[src/rtl/i8008_bus_ctrl.sv]
// rtl/i8008_bus_ctrl.sv - 8008 bus-cycle controller for variable-latency memory and I/O ports
// Optional ack timeout with sticky bus_err is enabled by defining BUSCTL_TIMEOUT_EN.
package i8008_pkg;
  typedef enum logic [2:0] {
    TWAIT = 3'b000,
    T3    = 3'b001,
    T1    = 3'b010,
    TSTOP = 3'b011,
    T2    = 3'b100,
    T5    = 3'b101,
    T1I   = 3'b110,
    T4    = 3'b111
  } state_t;
endpackage

module i8008_bus_ctrl
  import i8008_pkg::*;
#(
  parameter int ADDR_W  = 14,
  parameter int TIMEOUT = 255
) (
  input  logic              clk,
  input  logic              rst,
  input  state_t            state,
  input  logic              Sync,
  input  logic [7:0]        D_out,
  output logic [7:0]        D_in,
  output logic              READY,
  output logic              mem_req,
  output logic              mem_we,
  output logic [ADDR_W-1:0] mem_addr,
  output logic [7:0]        mem_wdata,
  input  logic [7:0]        mem_rdata,
  input  logic              mem_ack,
  output logic              io_stb,
  output logic [4:0]        io_port,
  output logic [7:0]        io_wdata,
  input  logic [7:0]        io_rdata,
  output logic              bus_err
);

  typedef enum logic [2:0] {
    S_IDLE    = 3'd0,
    S_RD_REQ  = 3'd1,
    S_RD_DONE = 3'd2,
    S_WR_ARM  = 3'd3,
    S_WR_REQ  = 3'd4,
    S_IO      = 3'd5
  } fsm_t;

  localparam logic [1:0] CT_PCI = 2'b00;
  localparam logic [1:0] CT_PCR = 2'b01;
  localparam logic [1:0] CT_PCC = 2'b10;
  localparam logic [1:0] CT_PCW = 2'b11;

  fsm_t        r_state;
  fsm_t        w_state_nxt;
  logic [7:0]  r_addr_lo;
  logic [5:0]  r_addr_hi;
  logic [1:0]  r_type;
  logic        r_pend;
  logic [7:0]  r_d_in;
  logic        r_ready;
  logic        r_mem_req;
  logic        r_mem_we;
  logic [ADDR_W-1:0] r_mem_addr;
  logic [7:0]  r_mem_wdata;
  logic        r_io_stb;
  logic [4:0]  r_io_port;
  logic [7:0]  r_io_wdata;

  logic        w_t1;
  logic        w_t2;
  logic        w_t3;
  logic        w_start;
  logic        w_tmo;
  logic [1:0]  w_type_cur;
  logic [13:0] w_addr14;
  logic        w_ready_nxt;
  logic        w_req_nxt;
  logic        w_we_nxt;

  // Sync qualifies the clock in which the core's state code is valid.
  assign w_t1 = Sync && (state == T1);
  assign w_t2 = Sync && (state == T2);
  assign w_t3 = Sync && (state == T3);

  // A cycle latched during an outstanding write is started from IDLE via r_pend.
  assign w_start    = (r_state == S_IDLE) && (w_t2 || r_pend);
  assign w_type_cur = w_t2 ? D_out[7:6] : r_type;
  assign w_addr14   = {(w_t2 ? D_out[5:0] : r_addr_hi), r_addr_lo};

`ifdef BUSCTL_TIMEOUT_EN
  logic [7:0] r_tmo_cnt;
  logic       r_bus_err;
  logic       w_in_req;

  assign w_in_req = (r_state == S_RD_REQ) || (r_state == S_WR_REQ);
  assign w_tmo    = w_in_req && !mem_ack && (r_tmo_cnt == 8'(TIMEOUT - 1));

  always_ff @(posedge clk) begin
    if (rst) begin
      r_tmo_cnt <= 8'd0;
      r_bus_err <= 1'b0;
    end else begin
      if (w_in_req && !mem_ack && !w_tmo) r_tmo_cnt <= r_tmo_cnt + 8'd1;
      else                                r_tmo_cnt <= 8'd0;
      if (w_tmo) r_bus_err <= 1'b1;
    end
  end

  assign bus_err = r_bus_err;
`else
  assign w_tmo   = 1'b0;
  assign bus_err = 1'b0;
`endif

  always_ff @(posedge clk) begin
    if (rst) r_state <= S_IDLE;
    else     r_state <= w_state_nxt;
  end

  always_comb begin
    w_state_nxt = r_state;
    case (r_state)
      S_IDLE: begin
        if (w_start) begin
          case (w_type_cur)
            CT_PCI, CT_PCR: w_state_nxt = S_RD_REQ;
            CT_PCW:         w_state_nxt = S_WR_ARM;
            default:        w_state_nxt = S_IO;
          endcase
        end
      end
      S_RD_REQ:  if (mem_ack || w_tmo) w_state_nxt = S_RD_DONE;
      S_RD_DONE: if (w_t3) w_state_nxt = S_IDLE;
      S_WR_ARM:  if (w_t3) w_state_nxt = S_WR_REQ;
      S_WR_REQ:  if (mem_ack || w_tmo) w_state_nxt = S_IDLE;
      S_IO:      if (w_t3) w_state_nxt = S_IDLE;
      default:   w_state_nxt = S_IDLE;
    endcase
  end

  always_comb begin
    w_ready_nxt = 1'b0;
    w_req_nxt   = 1'b0;
    w_we_nxt    = 1'b0;
    case (w_state_nxt)
      S_RD_REQ:  w_req_nxt   = 1'b1;
      S_RD_DONE: w_ready_nxt = 1'b1;
      S_WR_ARM:  w_ready_nxt = 1'b1;
      S_WR_REQ: begin
        w_req_nxt = 1'b1;
        w_we_nxt  = 1'b1;
      end
      S_IO:      w_ready_nxt = 1'b1;
      default: ;
    endcase
  end

  always_ff @(posedge clk) begin
    if (rst) begin
      r_addr_lo   <= 8'd0;
      r_addr_hi   <= 6'd0;
      r_type      <= CT_PCI;
      r_pend      <= 1'b0;
      r_d_in      <= 8'd0;
      r_ready     <= 1'b0;
      r_mem_req   <= 1'b0;
      r_mem_we    <= 1'b0;
      r_mem_addr  <= '0;
      r_mem_wdata <= 8'd0;
      r_io_stb    <= 1'b0;
      r_io_port   <= 5'd0;
      r_io_wdata  <= 8'd0;
    end else begin
      if (w_t1) r_addr_lo <= D_out;
      if (w_t2) begin
        r_addr_hi <= D_out[5:0];
        r_type    <= D_out[7:6];
      end

      if (w_start)                          r_pend <= 1'b0;
      else if (w_t2 && r_state != S_IDLE)   r_pend <= 1'b1;

      r_ready   <= w_ready_nxt;
      r_mem_req <= w_req_nxt;
      r_mem_we  <= w_we_nxt;

      if (w_start) r_mem_addr <= ADDR_W'(w_addr14);
      if (r_state == S_WR_ARM && w_t3) r_mem_wdata <= D_out;

      r_io_stb <= (r_state == S_IDLE) && (w_state_nxt == S_IO);
      if (r_state == S_IDLE && w_state_nxt == S_IO) begin
        r_io_port  <= w_addr14[13:9];
        r_io_wdata <= r_addr_lo;
      end

      if (r_state == S_RD_REQ && mem_ack)    r_d_in <= mem_rdata;
      else if (r_state == S_RD_REQ && w_tmo) r_d_in <= 8'h00;
      else if (r_io_stb)                     r_d_in <= io_rdata;
    end
  end

  assign D_in      = r_d_in;
  assign READY     = r_ready;
  assign mem_req   = r_mem_req;
  assign mem_we    = r_mem_we;
  assign mem_addr  = r_mem_addr;
  assign mem_wdata = r_mem_wdata;
  assign io_stb    = r_io_stb;
  assign io_port   = r_io_port;
  assign io_wdata  = r_io_wdata;

endmodule

[config.mk]
export PLATFORM = sky130hd
export DESIGN_NAME = i8008_bus_ctrl
export DESIGN_NICKNAME = d
export VERILOG_FILES = /design/src/rtl/i8008_bus_ctrl.sv
export SDC_FILE = /design/constraint.sdc
export NUM_CORES = 1
export LEC_CHECK = 0
export ABC_AREA = 0
export ABC_CLOCK_PERIOD_IN_PS = 2200
export BUFFER_PORTS_ARGS = -buffer_cell sky130_fd_sc_hd__buf_2
export CORE_MARGIN = 1
export CORE_UTILIZATION = 52
export CTS_BUF_LIST = sky130_fd_sc_hd__clkbuf_4 sky130_fd_sc_hd__clkbuf_8
export DETAILED_ROUTE_END_ITERATION = 16
export PLACE_DENSITY = 0.77
export SLEW_MARGIN = 20
export SYNTH_ARGS = -nofsm -noshare
export SYNTH_HDL_FRONTEND = slang
export SYNTH_SLANG_ARGS = --single-unit
[constraint.sdc]
create_clock -name clk -period 2.2 [get_ports clk]
set_clock_uncertainty 0.2 [all_clocks]
set_input_delay 0.44 -clock clk [delete_from_list [all_inputs] [get_ports clk]]
set_output_delay 0.44 -clock clk [all_outputs]
set_load 0.01 [all_outputs]
==> results.tsv <==
stage	metric	value	unit
setup_path	critical path arrival	1920	ps
placement	placed insts	401	
timing	final hold viol count	0	
synth	Post-Syn Instances	279	
timing	Peak Freq	0.536	GHz
detailed_routing	met3 routed WL	369	um
clock_network	Worst-Skew Late Latency	350	ps
synth	Post-synth EDFFs	0	
clock_network	Clk pin slew, worst setup/hold paths	70	ps
clock_network	CTS sink count	67	
clock_network	CTS hold repair buffers	0	
setup_path	CP Capture Type	flip-flop	
grt	largest net degree at the start of global routing	51	
placement	worst slack at placement	-4.52	ps
floorplan	Initial Util	53.9	%
timing	Rel. slew slack	56.5	%
setup_path	required time worst endpoint	2260	ps
finish	share of post-route cells with drive strength above 1	29.5	%
synth	Netlist Area Pre-Place	2530	um2
synth	adder-cell share of the synthesized area	0	%
floorplan	Rows	25	
detailed_routing	Routed Antenna Nets	0	
status	status	finished, final reports clean	
placement	routability cong.	0.832	
placement	DP HPWL	3.98	mm
finish	Antenna diodes	0	
timing	# setup viols final	0	
grt	initial antenna violation count	0	
detailed_routing	Vias/cell	5.32	
setup_path	slowest stage delay, CP	390	ps
setup_path	Most Frequent Cell on Critical Path	buf_4	
grt	first-pass GRT wire length	9.27	mm
grt	number of global-route vias before repair	1950	
detailed_routing	final wirelength	5.74	mm
clock_network	cells resized by post-CTS repair	0	
timing	Slew @ Worst Pin	647	ps
detailed_routing	DR vias	2219	
setup_path	CP cell instances	buf_2 > nor4bb_4 > buf_4 > o21a_1 > buf_4 > nor2_1 > a211oi_1	
clock_network	cts bufs inserted	9	
flow_run	MaxCap Viol Count	0	
floorplan	io pins	79	
timing	Slew Viols, Final	0	
synth	Ys Warns	0	
clock_network	CTS tree	done	
floorplan	total die area	5150	um2
detailed_routing	First-pass DRT Iterations	4	
clock_network	H-tree levels	3	
finish	Finished Layout Cells	417	
synth	XOR/XNOR Fraction of Synth Area	0	%
clock_network	post-CTS setup buffers	0	
synth	Async SR Flop Fraction	0	%
floorplan	Chip Width	71.8	um
synth	simple-gate portion of the synthesized area	18.8	%
synth	Synth Area in Compound Gates	14.0	%
power_and_ir_drop	PwrDens	813	nW/um2
detailed_routing	uppermost layer routed	met4	
clock_network	Root Buffer	clkbuf_8	
clock_network	CTS Buffer Depth	2	
finish	register area	1340	um2
timing	Setup WS post-layout	335	ps
worst_hold_path	Worst Hold Class	primary input to flip-flop	
setup_path	crit path kind	primary input to flip-flop	
detailed_routing	DRC viols	0	
finish	Layout fillers	374	
setup_path	Worst path slowest cell	nor4bb_4	
placement	I/O Buffers	77	
setup_path	Crit Path Max Fanout	20	
synth	Post-Syn Nets	310	
finish	Area Overhead vs Synth	27.4	%
detailed_routing	Initial DRC Count	139	
grt	Global Route Usage Sum	23.8	%
synth	top_reg_cell synth	dfxtp_1	
finish	# nets final	389	
synth	largest family of logic cells by synthesized area	simple AND/OR/NAND/NOR gates	
timing	Tcrit/Tclk final	84.8	%
power_and_ir_drop	leakage dissipation	1.36	nW
synth	Netlist cell types	31	
floorplan	Die Height	71.8	um
finish	most frequent cells in the layout	buf_2, dfxtp_1, nand2_1	
synth	mux share of post-synthesis cell area	9.89	%
timing	Fin Setup TNS	0	ps
grt	grt ovf	0	
detailed_routing	WL met2	2.55	mm
finish	footprint of the multi-input gates	1100	um2
timing	Tmin final	1860	ps
power_and_ir_drop	IR drop worst, VDD	450	uV
synth	Avg Cell Area, Syn	9.07	um2
detailed_routing	per-cell routed wire length	13.8	um
finish	most common cell after layout, fill and taps aside	buf_2	
synth	#FFs+latches synth	67	
timing	RSZ-0062 raised after global routing	false	
synth	sequential-to-total area share from yosys stat	53.0	%
setup_path	startpoint class of the critical path	primary input	
detailed_routing	Met1 Wirelength	2.71	mm
floorplan	total core area	4690	um2
[cell families after synthesis]
logic type             after synthesis
AND/OR/NAND/NOR                    111
buffers and inverters               19
other                                1
flip-flops                          67
multiplexers                        25
AO/OA/AOI/OAI                       56
[layer usage]
metal | track usage [%] | up-vias
met3 | 6.61 | 13
met5 | 0 | -
met2 | 35.5 | 72
met4 | 11.1 | 0
li1 | - | 1117
met1 | 32.1 | 1017
[path summary, 6_finish.rpt]
kind	endpoint	slack, ps	depth (start not counted)	start
worst min register to register	mem_addr[5]	250	2	mem_addr[5]
worst max-delay path	mem_addr[10]	340	7	state[0]
worst min-delay path	r_addr_lo[4]	160	3	D_out[4]
worst max register to register	io_port[3]	400	5	r_state[0]
[report_power, final]
part | internal (mW) | switching, mW | leakage, nW
sequential | 1.23 | 0.0106 | 0.541
clock | 0.769 | 0.475 | 0.124
combinational | 0.0571 | 0.0814 | 0.697
[area by class of cell]
cell class                      instances  area share, %
Clock buffer                           10           4.07
Tap cell                               54           2.09
Sequential cell                        67           41.6
Multi-Input combinational cell        193           34.1
Timing Repair Buffer                   87           14.7
Clock inverter                          6           3.49
[synthesized netlist by cell type (3+ instances only)]
master / count / area share, %
dfxtp_1: 67 / 53
nand2_1: 50 / 7.4
nor2_1: 41 / 6.1
a21oi_1: 26 / 5.1
mux2i_1: 25 / 9.9
a211oi_1: 20 / 5.9
clkbuf_1: 8 / 1.2
nor3_1: 4 / 0.79
buf_1: 3 / 0.44
buf_2: 3 / 0.59
buf_6: 3 / 1.3
nand3_1: 3 / 0.59
o21ai_0: 3 / 0.59
[worst max-delay path: cells and delay by family]
family | cells | cell delay, ps
buf+inv | 3 | 630
simple gates | 2 | 460
compound gates | 2 | 390
[per-stage QoR]
stage	area (um2)	utilization, %	hold slack [ps]	power (mW)
6_report	3230	68.7	156	2.62
5_1_grt	3230	68.7	155	2.70
4_1_cts	3230	68.7	147	2.63
3_5_place_dp	2980	63.5	243	1.41
3_3_place_gp	2980	63.5	242	1.40
2_1_floorplan	2530	-	245	1.34
[registers in the layout, summed over array words and instances, names as in the netlist, 3 cells and up]
signal / count
io_port: 5
mem_wdata: 8
D_in: 8
r_addr_lo: 8
io_wdata: 8
mem_addr: 14
r_addr_hi: 6
r_state: 3
Power figures use the tool's default switching activity.
